[config.mk]
export PLATFORM = sky130hd
export DESIGN_NAME = iexec_imem
export DESIGN_NICKNAME = d
export VERILOG_FILES = /design/src/rtl/iexec_imem.sv
export SDC_FILE = /design/constraint.sdc
export NUM_CORES = 1
export LEC_CHECK = 0
export BUFFER_PORTS_ARGS = -buffer_cell sky130_fd_sc_hd__buf_2
export CAP_MARGIN = 15
export CORE_ASPECT_RATIO = 0.9
export CORE_MARGIN = 1
export CORE_UTILIZATION = 30
export CTS_CLUSTER_DIAMETER = 80
export DETAILED_ROUTE_END_ITERATION = 8
export SLEW_MARGIN = 20
export SYNTH_ARGS = -nofsm -noshare
export SYNTH_HDL_FRONTEND = slang
export SYNTH_SLANG_ARGS = --single-unit
export TNS_END_PERCENT = 30
[constraint.sdc]
create_clock -name CLK -period 4.5 [get_ports CLK]
set_clock_uncertainty 0.2 [all_clocks]
set_input_delay 0 -clock CLK [delete_from_list [all_inputs] [get_ports CLK]]
set_output_delay 0 -clock CLK [all_outputs]
set_load 0.02 [all_outputs]
[src/rtl/iexec_imem.sv]
// iexec_imem: EX/MEM pipeline latch that issues the data-memory request,
// stalls upstream while the access is outstanding and freezes on halt.
module iexec_imem (
    input  logic        CLK,
    input  logic        nRST,
    input  logic        ihit,
    input  logic        dhit,
    input  logic [31:0] dmemload,
    input  logic [31:0] aluout_in,
    input  logic [31:0] rdat2_in,
    input  logic [31:0] pcplusfour_in,
    input  logic [31:0] luiout_in,
    input  logic [4:0]  wsel_in,
    input  logic        RegWr_in,
    input  logic        MemtoReg_in,
    input  logic        dREN_in,
    input  logic        dWEN_in,
    input  logic        jal_s_in,
    input  logic        lui_in,
    input  logic        halt_in,
    output logic        dmemREN,
    output logic        dmemWEN,
    output logic [31:0] dmemaddr,
    output logic [31:0] dmemstore,
    output logic        stall_for_data,
    output logic [31:0] aluout_out,
    output logic [31:0] load_out,
    output logic [31:0] pcplusfour_out,
    output logic [31:0] luiout_out,
    output logic [4:0]  wsel_out,
    output logic        RegWr_out,
    output logic        MemtoReg_out,
    output logic        jal_s_out,
    output logic        lui_out,
    output logic        valid_out,
    output logic        halt_out
);
    typedef enum logic [1:0] {IDLE, MEM, HALT} state_t;
    state_t      r_state;
    logic [31:0] r_alu, r_rdat2, r_pc4, r_lui, r_load;
    logic [4:0]  r_wsel;
    logic        r_regwr, r_m2r, r_dren, r_dwen, r_jal, r_luis, r_halt;
    logic        w_done, w_en;
    assign w_done = (r_state == MEM) & dhit;
    assign stall_for_data = (r_state == MEM) & !dhit;
    // A halt that rode in with a memory op must not be overwritten by the next instruction.
    assign w_en = ihit & !stall_for_data & (r_state != HALT) & !(w_done & r_halt);
    always_ff @(posedge CLK or negedge nRST) begin
        if (!nRST) begin
            r_state <= IDLE;
            r_alu   <= '0;
            r_rdat2 <= '0;
            r_pc4   <= '0;
            r_lui   <= '0;
            r_load  <= '0;
            r_wsel  <= '0;
            r_regwr <= 1'b0;
            r_m2r   <= 1'b0;
            r_dren  <= 1'b0;
            r_dwen  <= 1'b0;
            r_jal   <= 1'b0;
            r_luis  <= 1'b0;
            r_halt  <= 1'b0;
        end else begin
            if (w_done & r_dren)
                r_load <= dmemload;
            if (w_en) begin
                r_alu   <= aluout_in;
                r_rdat2 <= rdat2_in;
                r_pc4   <= pcplusfour_in;
                r_lui   <= luiout_in;
                r_wsel  <= wsel_in;
                r_regwr <= RegWr_in;
                r_m2r   <= MemtoReg_in;
                r_dren  <= dREN_in;
                r_dwen  <= dWEN_in;
                r_jal   <= jal_s_in;
                r_luis  <= lui_in;
                r_halt  <= halt_in;
                r_state <= (dREN_in | dWEN_in) ? MEM : halt_in ? HALT : IDLE;
            end else if (w_done) begin
                r_state <= r_halt ? HALT : IDLE;
            end
        end
    end
    assign valid_out      = (r_state != MEM);
    assign halt_out       = (r_state == HALT);
    assign dmemREN        = (r_state == MEM) & r_dren;
    assign dmemWEN        = (r_state == MEM) & r_dwen;
    assign dmemaddr       = r_alu;
    assign dmemstore      = r_rdat2;
    assign aluout_out     = r_alu;
    assign load_out       = r_load;
    assign pcplusfour_out = r_pc4;
    assign luiout_out     = r_lui;
    assign wsel_out       = r_wsel;
    assign RegWr_out      = r_regwr & valid_out;
    assign MemtoReg_out   = r_m2r;
    assign jal_s_out      = r_jal;
    assign lui_out        = r_luis;
endmodule

After elaboration in Yosys (flattened, before gate mapping). Index checks and enable logic that the tools add are counted. Widths: inputs -> output; s select.

Bits in registers: 174. Bits of input ports: 176. Output and inout port bits: 206. Word-level logic and storage cells: 38.

Eq/ne operators: 4. Mux-type cells: 5. Bitwise logic cells: 11. Reduce and logical (&&, ||, !) cells: 4.

Operator list (number): $and 1x1->1 (10); $mux 2 (5); $logic_not 1->1 (3); $eq 2x1->1 const B (1); $eq 2x2->1 const B (1); $ne 2x1->1 const B (1); $ne 2x2->1 const B (1); $reduce_bool 2->1 (1); $or 1x1->1 (1).

Longest topological paths before layout.
Depth after elaboration: 7. Mapped depth: 7. Depth with buffers taken out: 4.

Least setup slack after synthesis. No wires, ideal clock.

Path kind: register to register. Start: register r_state[0]. End: register r_alu[0] (netlist: aluout_out[0]). Data arrival time: 1.644 ns. Slack: 2.530 ns. Stages on the path, launching flop included: 7. Clock period less this slack: 1.970 ns. Cell sequence: dfrtp_1 nor2b_1 a211o_1 buf_4 buf_6 buf_6 mux2_4.

Cells in the longest elaborated chain, start to end: 6. Elaborated cells between the ends (all ways): 10.

RTL lines: from (decl) (RTL line 39) `state_t r_state;`; from (signal assigned) (RTL line 80) `r_state <= (dREN_in | dWEN_in) ? MEM : halt_in ? HALT : IDLE;`; from (signal assigned) (RTL line 82) `r_state <= r_halt ? HALT : IDLE;`; $eq 2x1->1 (RTL line 44, 45); $and 1x1->1 (RTL line 45) `assign stall_for_data = (r_state == MEM) & !dhit;`; $logic_not 1->1 (RTL line 47) `assign w_en = ihit & !stall_for_data & (r_state != HALT) & !(w_done & r_halt);`; $and 1x1->1 (2 in a row) (RTL line 47); $and 1x1->1 (*) (RTL line 47); to (signal assigned) (RTL line 68) `r_alu <= aluout_in;`; to (decl) (RTL line 40) `logic [31:0] r_alu, r_rdat2, r_pc4, r_lui, r_load;`.

Every way passes the cells marked *; elsewhere a longest branch is shown, timed or not. A chain may end at the register's enable or synchronous reset.

Final worst setup path.
Start: register r_state[0]. End: register r_state[1].

Cells in the longest elaborated chain, start to end: 7. Elaborated cells between the ends (all ways): 12.

RTL lines (RTL line): $eq 2x1->1 (44, 45); $and 1x1->1 (45); $logic_not 1->1 (47); $and 1x1->1 (3 in a row) (47); $mux 2 or $reduce_bool 2->1 (tied branches).

Parallel ways exist; a longest one is shown, timed or not.

==> run_results.csv <==
group,metric,value,unit
outcome,status,"finished clean",
drt,wl_per_cell,14.9,microns
critical_path,critical_path_peak_fanout,26,
yosys,netlist_area,7100,sq um
yosys,synthTopCellsByArea,"dfrtp_1 61%, mux2_4 16%, mux2_2 15%, buf_4 3.5%, buf_6 1.4%",
sta,hold_violations,0,
finish,diodes,0,
global_route,grt_max_degree,100,
critical_path,worstPathRequired,4.60,ns
cts,numCtsBuffers,17,
floorplanning,die_h,148,microns
drt,postRouteAntennaNets,0,
yosys,synth_top_cell_area_share,61.3,%
finish,drive_gt1_share,61.7,%
finish,fin_nets,1122,
finish,finalCoreUtilization,49.0,%
yosys,synthTopCellsByCount,"174 x dfrtp_1, 95 x mux2_2, 78 x mux2_4",
cts,cts_root_buffer,"clkbuf_16",
finish,syn2layout_area_growth,60.7,%
cts,ctsResizeCount,0,
sta,hold-worst-slack,0.0564,ns
cts,clk_pin_slew,0.08,ns
sta,setup_viol,0,
floorplanning,die_x,164,microns
placed_design,gp_congestion,0.717,
sta,post-route-min-period,2.31,ns
sta,slew_headroom,38.1,%
power_and_ir_drop,p_leak,0.00576,uW
yosys,synth_edf_count,0,
job,maxCapViolCount,0,
power_and_ir_drop,peakVddDrop,0.000367,V
yosys,async_reset_ff_share,100,%
sta,fmax,0.433,GHz
floorplanning,rows,53,
placed_design,dp_hpwl,11800,microns
finish,fillers,2024,
yosys,synth_flop_cell,"dfrtp_1",
placed_design,dp_cells,1053,
critical_path,critPathKind,"register to register",
yosys,netlist_instances,417,
critical_path,worst_setup_path_end_kind,"register",
yosys,synth_seq_area_share,61.3,%
floorplanning,initial_core_util,30.5,%
power_and_ir_drop,p_per_area,731,nW/um^2
yosys,yosysWarnings,0,
global_route,overflow,0,
cts,post-cts-setup-buffers,0,
sta,timing.final.crit_share,51.3,%
drt,vias_per_cell,4.20,
critical_path,r2r_cells,5,
drt,top_layer_used,"met4",
sta,worstMarginPinSlew,0.929,ns
placed_design,io_buffers,381,
critical_path,rrSetupSlack,2.19,ns
drt,drt_iter0_drc,170,
yosys,synth_seq_cells,174,
finish,final_cell_area,11400,sq um
drt,wl,18800,microns
yosys,synth_nets,593,
drt,route.detailed.drc,0,
global_route,grt_pass1_wl,28400,microns
hold_path,hp-class,"primary input to async pin",
finish,instances_no_fill,1261,
yosys,yosysMostFrequentCell,"dfrtp_1",
drt,drt-met1-wl,7480,microns
global_route,grt_use_total,15.1,%
yosys,ys_types,17,
floorplanning,dieArea,24300,sq um
floorplanning,core_area,23300,sq um
cts,cts_max_level,4,
global_route,grt_pass1_vias,5580,
critical_path,regToRegEndpoint,"r_state[1]",
critical_path,r2r_start,"r_state[0]",
sta,rsz0062_at_grt,"no",
drt,drt-pass1-iter-count,6,
placed_design,place_area,9070,sq um
drt,num_vias,5298,
cts,clock_latency,0.41,ns
cts,cts_hold_buf,176,
sta,final.setup.tns,0,ns
global_route,antenna_found_initial,0,
drt,routed-wl-met2,9870,microns
cts,cts_tree,"done",
cts,cts_sinks,174,
yosys,syn_area_per_cell,17.0,sq um
sta,report.final.slew_viol_count,0,
floorplanning,io_pins,382,
cts,cts_max_path_buffers,2,
critical_path,critPathArrivalTime,2.41,ns
yosys,yosysTopAreaCell,"dfrtp_1",
critical_path,start_kind,"register",
drt,wl_met3,1180,microns
[power by group]
part | internal [uW] | switching (uW)
Clock | 739 | 699
Sequential | 2370 | 445
Combinational | 1880 | 2200
[kinds of logic (layout without fill, tap and decap cells)]
kind of cell    count (synthesis)  after routing  share of synthesized area (%)
buf+inv                        53            595                           5.66
flops                         174            174                           61.3
mux                           174            174                           31.7
compound gates                  5              5                          0.476
simple gates                   11             11                          0.828
[metrics by stage]
stage	worst slack (ns)	total power (uW)
6_report	2.19	8340
5_1_grt	2.04	8800
4_1_cts	2.15	8410
3_5_place_dp	2.22	6790
3_3_place_gp	2.24	6740
2_1_floorplan	2.53	5700
[worst max path at each step]
stage | start | end | slack, ns
global placement | r_state[0] | aluout_out[11] | 2.24
finish | r_state[0] | r_state[1] | 2.19
global route | r_state[0] | luiout_out[3] | 2.04
detailed placement | r_state[0] | luiout_out[16] | 2.22
CTS | r_state[0] | r_state[1] | 2.15
floorplan | r_state[0] | aluout_out[0] | 2.53
[layout make-up]
class                   count  area (sq um)  share of cell area, %
clock buffers              17           425                   3.73
repair buffers            561          3740                   32.8
multi-input cells         190          2350                   20.6
inverters                   2          7.51                 0.0658
flip-flops and latches    174          4350                   38.2
clock inverters            15           148                   1.29
well taps                 302           378                   3.31
[metal layers]
metal / up-vias / GRT usage (%)
li1: 2465 / -
met1: 2599 / 16.9
met2: 214 / 27.4
met5: - / 0
met4: 0 / 4.58
met3: 20 / 4.29
[flip-flops by register name, summed over array words and instances, names as in the netlist, 2 cells and up]
register        flops
aluout_out         32
dmemstore          32
load_out           32
luiout_out         32
pcplusfour_out     32
wsel_out            5
r_state             2
[layout by cell type (no fill, tap or decap)]
cell	instances
clkinv_8	2
clkinv_4	2
nor2b_1	2
mux2_4	78
clkinv_2	2
mux2_2	95
buf_12	3
buf_6	1
nand2_1	2
clkbuf_16	17
mux2i_1	1
o21ai_0	2
inv_6	4
and2_1	4
buf_2	380
dlygate4sd3_1	176
o21ai_1	1
nand2b_1	1
a211o_4	1
dfrtp_1	174
inv_1	2
clkinvlp_4	1
a21bo_2	1
inv_8	4
buf_4	1
nor2_1	2
[worst max-delay path, stage by stage, from the launching register on]
cell and delay, ns:
dfrtp_1 0.41, nor2b_1 0.26, a211o_4 0.44, mux2i_1 0.25, o21ai_1 0.07, dlygate4sd3_1 0.55
Note: power is estimated with default switching activity, not from simulation.
